--- src/rtl/mod_mul_sequencer.sv ---
`timescale 1ns/1ps
// mod_mul_sequencer
//   Computes result = (a*b) mod M, where M = 2^N - k. It uses MSB-first
//   double-and-add and sends at most one modular addition per cycle
//   through a single shared modulo adder.
//   k is latched with each operation, so k may differ from one operation to the next.
//
// Ports
//   clk, rst_n            clock, asynchronous active-low reset
//   in_valid/in_ready     operand handshake for a, b, k
//   a, b                  operands, expected < M
//   k                     modulus offset, legal range 3 .. 2^(N-1)-1
//   out_valid/out_ready   result handshake
//   result                (a*b) mod M, or 0 when err=1
//   err                   operands were illegal; nothing was computed
//   busy                  doubling or adding in progress
//
// state | meaning
// IDLE  | waiting for an operand set, in_ready=1
// DBL   | acc <= 2*acc mod M for bit idx of b
// ADD   | acc <= acc + a mod M because bit idx of b is set
// DONE  | presenting result/err until out_ready
module mod_mul_sequencer #(
  parameter int N = 7
) (
  input  logic         clk,
  input  logic         rst_n,
  input  logic         in_valid,
  output logic         in_ready,
  input  logic [N-1:0] a,
  input  logic [N-1:0] b,
  input  logic [N-1:0] k,
  output logic         out_valid,
  input  logic         out_ready,
  output logic [N-1:0] result,
  output logic         err,
  output logic         busy
);

  localparam int IW = (N > 1) ? $clog2(N) : 1;
  localparam logic [N:0] TWO_N = {1'b1, {N{1'b0}}};

  typedef enum logic [1:0] {IDLE, DBL, ADD, DONE} state_t;

  state_t        state;
  logic [N-1:0]  a_reg, b_reg, k_reg, acc;
  logic [IW-1:0] idx;

  logic [N-1:0]  add_y, add_sum;
  logic [N:0]    raw_sum;
  logic [N+1:0]  off_sum;
  logic [N:0]    m_in;
  logic          illegal;

  // Shared modulo adder. Both inputs are < M, so raw_sum < 2M. Adding k
  // carries past 2^N exactly when raw_sum >= M, and the low N bits are then
  // raw_sum - M.
  always_comb begin
    add_y   = (state == ADD) ? a_reg : acc;
    raw_sum = {1'b0, acc} + {1'b0, add_y};
    off_sum = {1'b0, raw_sum} + {2'b00, k_reg};
    add_sum = (off_sum[N+1:N] != 2'b00) ? off_sum[N-1:0] : raw_sum[N-1:0];
  end

  always_comb begin
    m_in    = TWO_N - {1'b0, k};
    illegal = (k < N'(3)) || k[N-1] ||
              ({1'b0, a} >= m_in) || ({1'b0, b} >= m_in);
  end

  always_ff @(posedge clk or negedge rst_n) begin
    if (!rst_n) begin
      state     <= IDLE;
      a_reg     <= '0;
      b_reg     <= '0;
      k_reg     <= '0;
      acc       <= '0;
      idx       <= '0;
      result    <= '0;
      err       <= 1'b0;
      in_ready  <= 1'b1;
      out_valid <= 1'b0;
      busy      <= 1'b0;
    end else begin
      case (state)
        IDLE: begin
          if (in_valid) begin
            a_reg    <= a;
            b_reg    <= b;
            k_reg    <= k;
            acc      <= '0;
            idx      <= IW'(N - 1);
            in_ready <= 1'b0;
            if (illegal) begin
              state     <= DONE;
              err       <= 1'b1;
              result    <= '0;
              out_valid <= 1'b1;
            end else begin
              state <= DBL;
              err   <= 1'b0;
              busy  <= 1'b1;
            end
          end
        end
        DBL: begin
          acc <= add_sum;
          if (b_reg[idx]) begin
            state <= ADD;
          end else if (idx == '0) begin
            state     <= DONE;
            result    <= add_sum;
            out_valid <= 1'b1;
            busy      <= 1'b0;
          end else begin
            idx <= idx - IW'(1);
          end
        end
        ADD: begin
          acc <= add_sum;
          if (idx == '0) begin
            state     <= DONE;
            result    <= add_sum;
            out_valid <= 1'b1;
            busy      <= 1'b0;
          end else begin
            idx   <= idx - IW'(1);
            state <= DBL;
          end
        end
        DONE: begin
          if (out_ready) begin
            state     <= IDLE;
            out_valid <= 1'b0;
            in_ready  <= 1'b1;
          end
        end
        default: state <= IDLE;
      endcase
    end
  end

endmodule

--- config.mk ---
export PLATFORM = sky130hd
export DESIGN_NAME = mod_mul_sequencer
export DESIGN_NICKNAME = d
export VERILOG_FILES = /design/src/rtl/mod_mul_sequencer.sv
export SDC_FILE = /design/constraint.sdc
export NUM_CORES = 1
export LEC_CHECK = 0
export CAP_MARGIN = 15
export CORE_ASPECT_RATIO = 1.25
export CORE_MARGIN = 2
export CORE_UTILIZATION = 40
export CTS_CLUSTER_SIZE = 8
export DETAILED_ROUTE_END_ITERATION = 8
export PLACE_DENSITY = 0.7
export SYNTH_ARGS = -nofsm -noshare
export SYNTH_HDL_FRONTEND = slang
export SYNTH_SLANG_ARGS = --single-unit
--- constraint.sdc ---
create_clock -name clk -period 4.24 [get_ports clk]
set_clock_uncertainty 0.05 [all_clocks]
set_input_delay 0.848 -clock clk [delete_from_list [all_inputs] [get_ports clk]]
set_output_delay 0.848 -clock clk [all_outputs]
set_load 0.02 [all_outputs]
==> flow_summary.ini <==
[yosys]
ys_types = 56
ys_seq_area_frac = 0.354
synth_area_um2 = 3110
async_reset_ff_frac = 1.00
ys_ff_latch = 44
ys.flop_type = dfrtp_1
synthCells = 303
yosys_warnings = 0
synth_top_area_frac = 0.346
netlist.top_cell.by_area = dfrtp_1
synthTopCellsByArea = dfrtp_1 35%, ha_1 14%, mux2_2 10%, o21ai_0 4.2%, nand2_1 3.5%
syn_avg_cell_area_um2 = 10.3
synth_edf_count = 0
synth_nets = 366

[clock_network]
cts_buffers = 5
root_buffer = clkbuf_8
clk_latency_ns = 0.29
clock_tree.buffer_depth = 2
postCtsSetupRepairBufs = 0
postCtsHoldBufs = 0
cts.sinks = 44
clkTransAtPathRegs_ns = 0.09
cts_tree = yes
htreeDepth = 2

[place]
numPortBuffers = 35
post-dp-hpwl_um = 5820
place_ws_ns = -0.0443
place_congestion = 0.978

[finish]
fill_cells = 670
seqCellArea_um2 = 1100
layout_commonest_cell = dfrtp_1
n_antenna_cell = 0
area_growth_pct = 23.1
nets = 417
drive_gt1_frac = 0.211
final_cell_mix = 43 x dfrtp_1, 35 x ha_1, 34 x clkdlybuf4s50_1, 29 x nand2_1, 27 x mux2_2
post-route-util = 0.515
multiInputGateArea_um2 = 1950

[detailed_routing]
drcViolationCount = 0
via_per_inst = 5.52
wirelength_um = 7290
drtAntennaViolNets = 0
post_drt_wl_per_cell_um = 16.3
via_count = 2467
dr.pass1.iters = 4
drtIter0Drc = 156

[sta]
min_period_ns = 3.98
rsz0062_at_grt = false
whs_ns = 0.433
slew_violations = 0
hold_viol = 0
timing.fmax_mhz = 251
slew_headroom = 0.344
worst_slack_ns = 0.260
period_share = 0.939
worstMarginPinSlew_ns = 0.983
finalSetupViolCount = 0

[pwr]
powerDensity_nw_per_um2 = 913
vdd_drop_max_mv = 0.416
leakage_nw = 1.76

[global_route]
grt_pass1_wl_um = 12100
grt_max_degree = 45
antenna_found_initial = 0
track_usage = 0.177
grt_overflow = 0
grt_pass1_vias = 2528

[status]
run_status = finished, final reports clean

[floorplanning]
rows = 35
die_area_um2 = 8510
start_util = 0.418
core_um2 = 7440
dieWidth_um = 82.9
io_pins = 36
die_h_um = 103

[worst_setup_path]
critPathMaxFanout = 4
arrival_ns = 4.15
crit_type = reg2reg
crit_required_ns = 4.41
start_kind = flop
worstSetupEndpointType = flop
ff2ff_path_depth = 15

[job]
maxCapViolCount = 0

[hold_path]
hold_depth = 2
min_path_type = reg2reg
[cells by family after synthesis]
family,share of synthesized area
xor+xnor,0.0366
compound gates,0.168
flops,0.354
buf+inv,0.0358
simple gates,0.115
mux,0.133
fa+ha+maj,0.158
[worst max-delay path, stage by stage, from the launching register on]
cell and delay, ns:
dfrtp_1 0.38, inv_1 0.08, ha_1 0.18, mux2_2 0.34, ha_1 0.21, fa_2 0.35, a21o_1 0.19, a21oi_2 0.16
o21ai_0 0.12, xor2_1 0.17, ha_1 0.31, or4b_4 0.47, a2111oi_4 0.24, mux2i_2 0.19, mux2_2 0.34, o21ai_1 0.13
[per-layer routing]
metal | vias up | share of wire | track usage
met2 | 49 | 0.52 | 0.336
met4 | 0 | 0.026 | 0.0567
li1 | 1196 | - | -
met3 | 18 | 0.025 | 0.0248
met5 | - | 0 | 0
met1 | 1204 | 0.43 | 0.208
[synthesized netlist by cell type (5+ instances only)]
cell type   n
a21o_1      7
a21oi_1    13
dfrtp_1    43
ha_1       36
inv_1      19
mux2_2     28
nand2_1    29
nand3_1     7
nor2_1     11
nor3_1      5
o21a_1      5
o21ai_0    26
xnor2_1     7
xor2_1      6
[path summary, 6_finish.rpt]
kind / start / slack [ns] / to
worst min register to register: b_reg[0] / 0.43 / b_reg[0]
max in group asynchronous: rst_n / 2.87 / a_reg[3]
min in group asynchronous: rst_n / 0.66 / idx[2]
worst min-delay path: b_reg[0] / 0.43 / b_reg[0]
worst max register to register: state[0] / 0.26 / acc[1]
worst max-delay path: state[0] / 0.26 / acc[1]
[repair_timing]
item                       in CTS  in global routing
gates resized for setup         3                  9
pin swaps                       0                  1
setup endpoints to repair       2                 15
[per-stage QoR]
stage	instance area [µm²]	std cells	setup TNS [ns]	total power, mW
finish	3830	447	0	3.50
global route	3830	447	0	3.80
CTS	3760	446	-0.00128	3.41
detailed placement	3640	438	-0.209	3.05
global placement	3640	438	0	2.98
floorplan	3120	303	0	2.42
[power by group]
| group | internal (mW) | switching, mW | total, mW |
|---|---|---|---|
| Sequential | 0.620 | 0.129 | 0.749 |
| Clock | 0.174 | 0.144 | 0.319 |
| Combinational | 1.15 | 1.28 | 2.43 |
[cell type report]
type	instances	area share
clock inverters	3	0.0111
flip-flops and latches	44	0.288
inverters	19	0.0186
well taps	92	0.0300
multi-input cells	234	0.510
clock buffers	5	0.0180
repair buffers	50	0.125
Note: power is estimated with default switching activity, not from simulation.
==> patch, RTL diff (same flow settings) <==
`N`: 7 -> 8.
--- a/src/rtl/mod_mul_sequencer.sv
+++ b/src/rtl/mod_mul_sequencer.sv
@@ -21,7 +21,7 @@
 // ADD   | acc <= acc + a mod M because bit idx of b is set
 // DONE  | presenting result/err until out_ready
 module mod_mul_sequencer #(
-  parameter int N = 7
+  parameter int N = 8
 ) (
   input  logic         clk,
   input  logic         rst_n,
Ports: changed (resized a, b, k and result); port bits go from 36 to 40. The function was not compared with the original's and may differ.
==> patch against the unedited design <==
Synthesized area up 17%; hold slack improved by 0.0038 ns; design area up 20%; wire length grew 21%; critical path depth up 4; worst setup slack got worse by 0.11 ns; first-iteration DRC count decreased by 12%; sequential cell count up 5; largest cell class unchanged.
Power is not shown: default switching activity piles up to over one toggle a cycle in this logic, so the estimate is an artifact.
==> patch: results (changes against the unedited design) <==
[run_status]
status=finished clean

[critical_path]
critPathMaxStageDelay_ns=0.40  ; -0.07 ns
cp_top_family=compound AO/OA/AOI/OAI gates
cp.arrival_ns=4.22  ; +0.07 ns
reg2regPathDepth=19  ; +4

[place]
port_buffers=39  ; +11%
dp_slack_ns=0.0573  ; +0.102 ns
routabilityCongestion=0.855  ; -13%
placed_cells=524  ; +20%
hpwl_um=6890  ; +18%

[synth]
synth_cell_types=59  ; +5.4%
syn_inst=344  ; +14%
synth_xor_area_frac=0.0383  ; +0.00175
seq_area_frac_synth=0.336  ; -0.0184
netlist_top_cells_area=dfrtp_1, ha_1, mux2_2

[drt]
drt-met1-wl_um=3810  ; +23%
viasPerCell=5.36  ; -2.8%
wl_met3_um=258  ; +41%
avgRoutedWirePerCell_um=16.5  ; +1.5%

[timing]
maxSlewHeadroom=0.587  ; +0.242
fin_hold_ws_ns=0.437  ; +0.00384 ns
finalCriticalPeriod_ns=4.09  ; +0.112 ns

[clock_tree]
path_clk_slew_ns=0.07  ; -0.02 ns
cts.repair.resized=0  ; -3
clockRootBuffer=clkbuf_16

[layout]
filler_cell_count=817  ; +22%

[global_route]
grt_start_max_net_pins=50  ; +11%

[patch: layout make-up]
type | count | area, sq um | area share
Inverter | 21 | 78.8 | 0.0172
Tap cell | 123 | 154 | 0.0335
Clock buffer | 6 | 139 | 0.0302
Multi-Input combinational cell | 266 | 2340 | 0.509
Timing Repair Buffer | 67 | 616 | 0.134
Clock inverter | 2 | 37.5 | 0.00817
Sequential cell | 49 | 1230 | 0.268
[patch: per-layer routing]
metal,GRT usage,vias to the layer above
li1,-,1398
met1,0.241,1397
met2,0.304,56
met3,0.0276,13
met4,0.0557,0
met5,0,-
[patch: worst min-delay path, cell delays in order, from the launching register on]
cell and delay, ns:
dfrtp_1 0.34, nand2_1 0.05, o21ai_0 0.06
[patch: logic make-up after synthesis]
kind of cell,after synthesis
AO/OA/AOI/OAI,86
buffers and inverters,29
adder cells (fa/ha/maj),43
flip-flops,49
multiplexers,47
XOR/XNOR,16
AND/OR/NAND/NOR,74
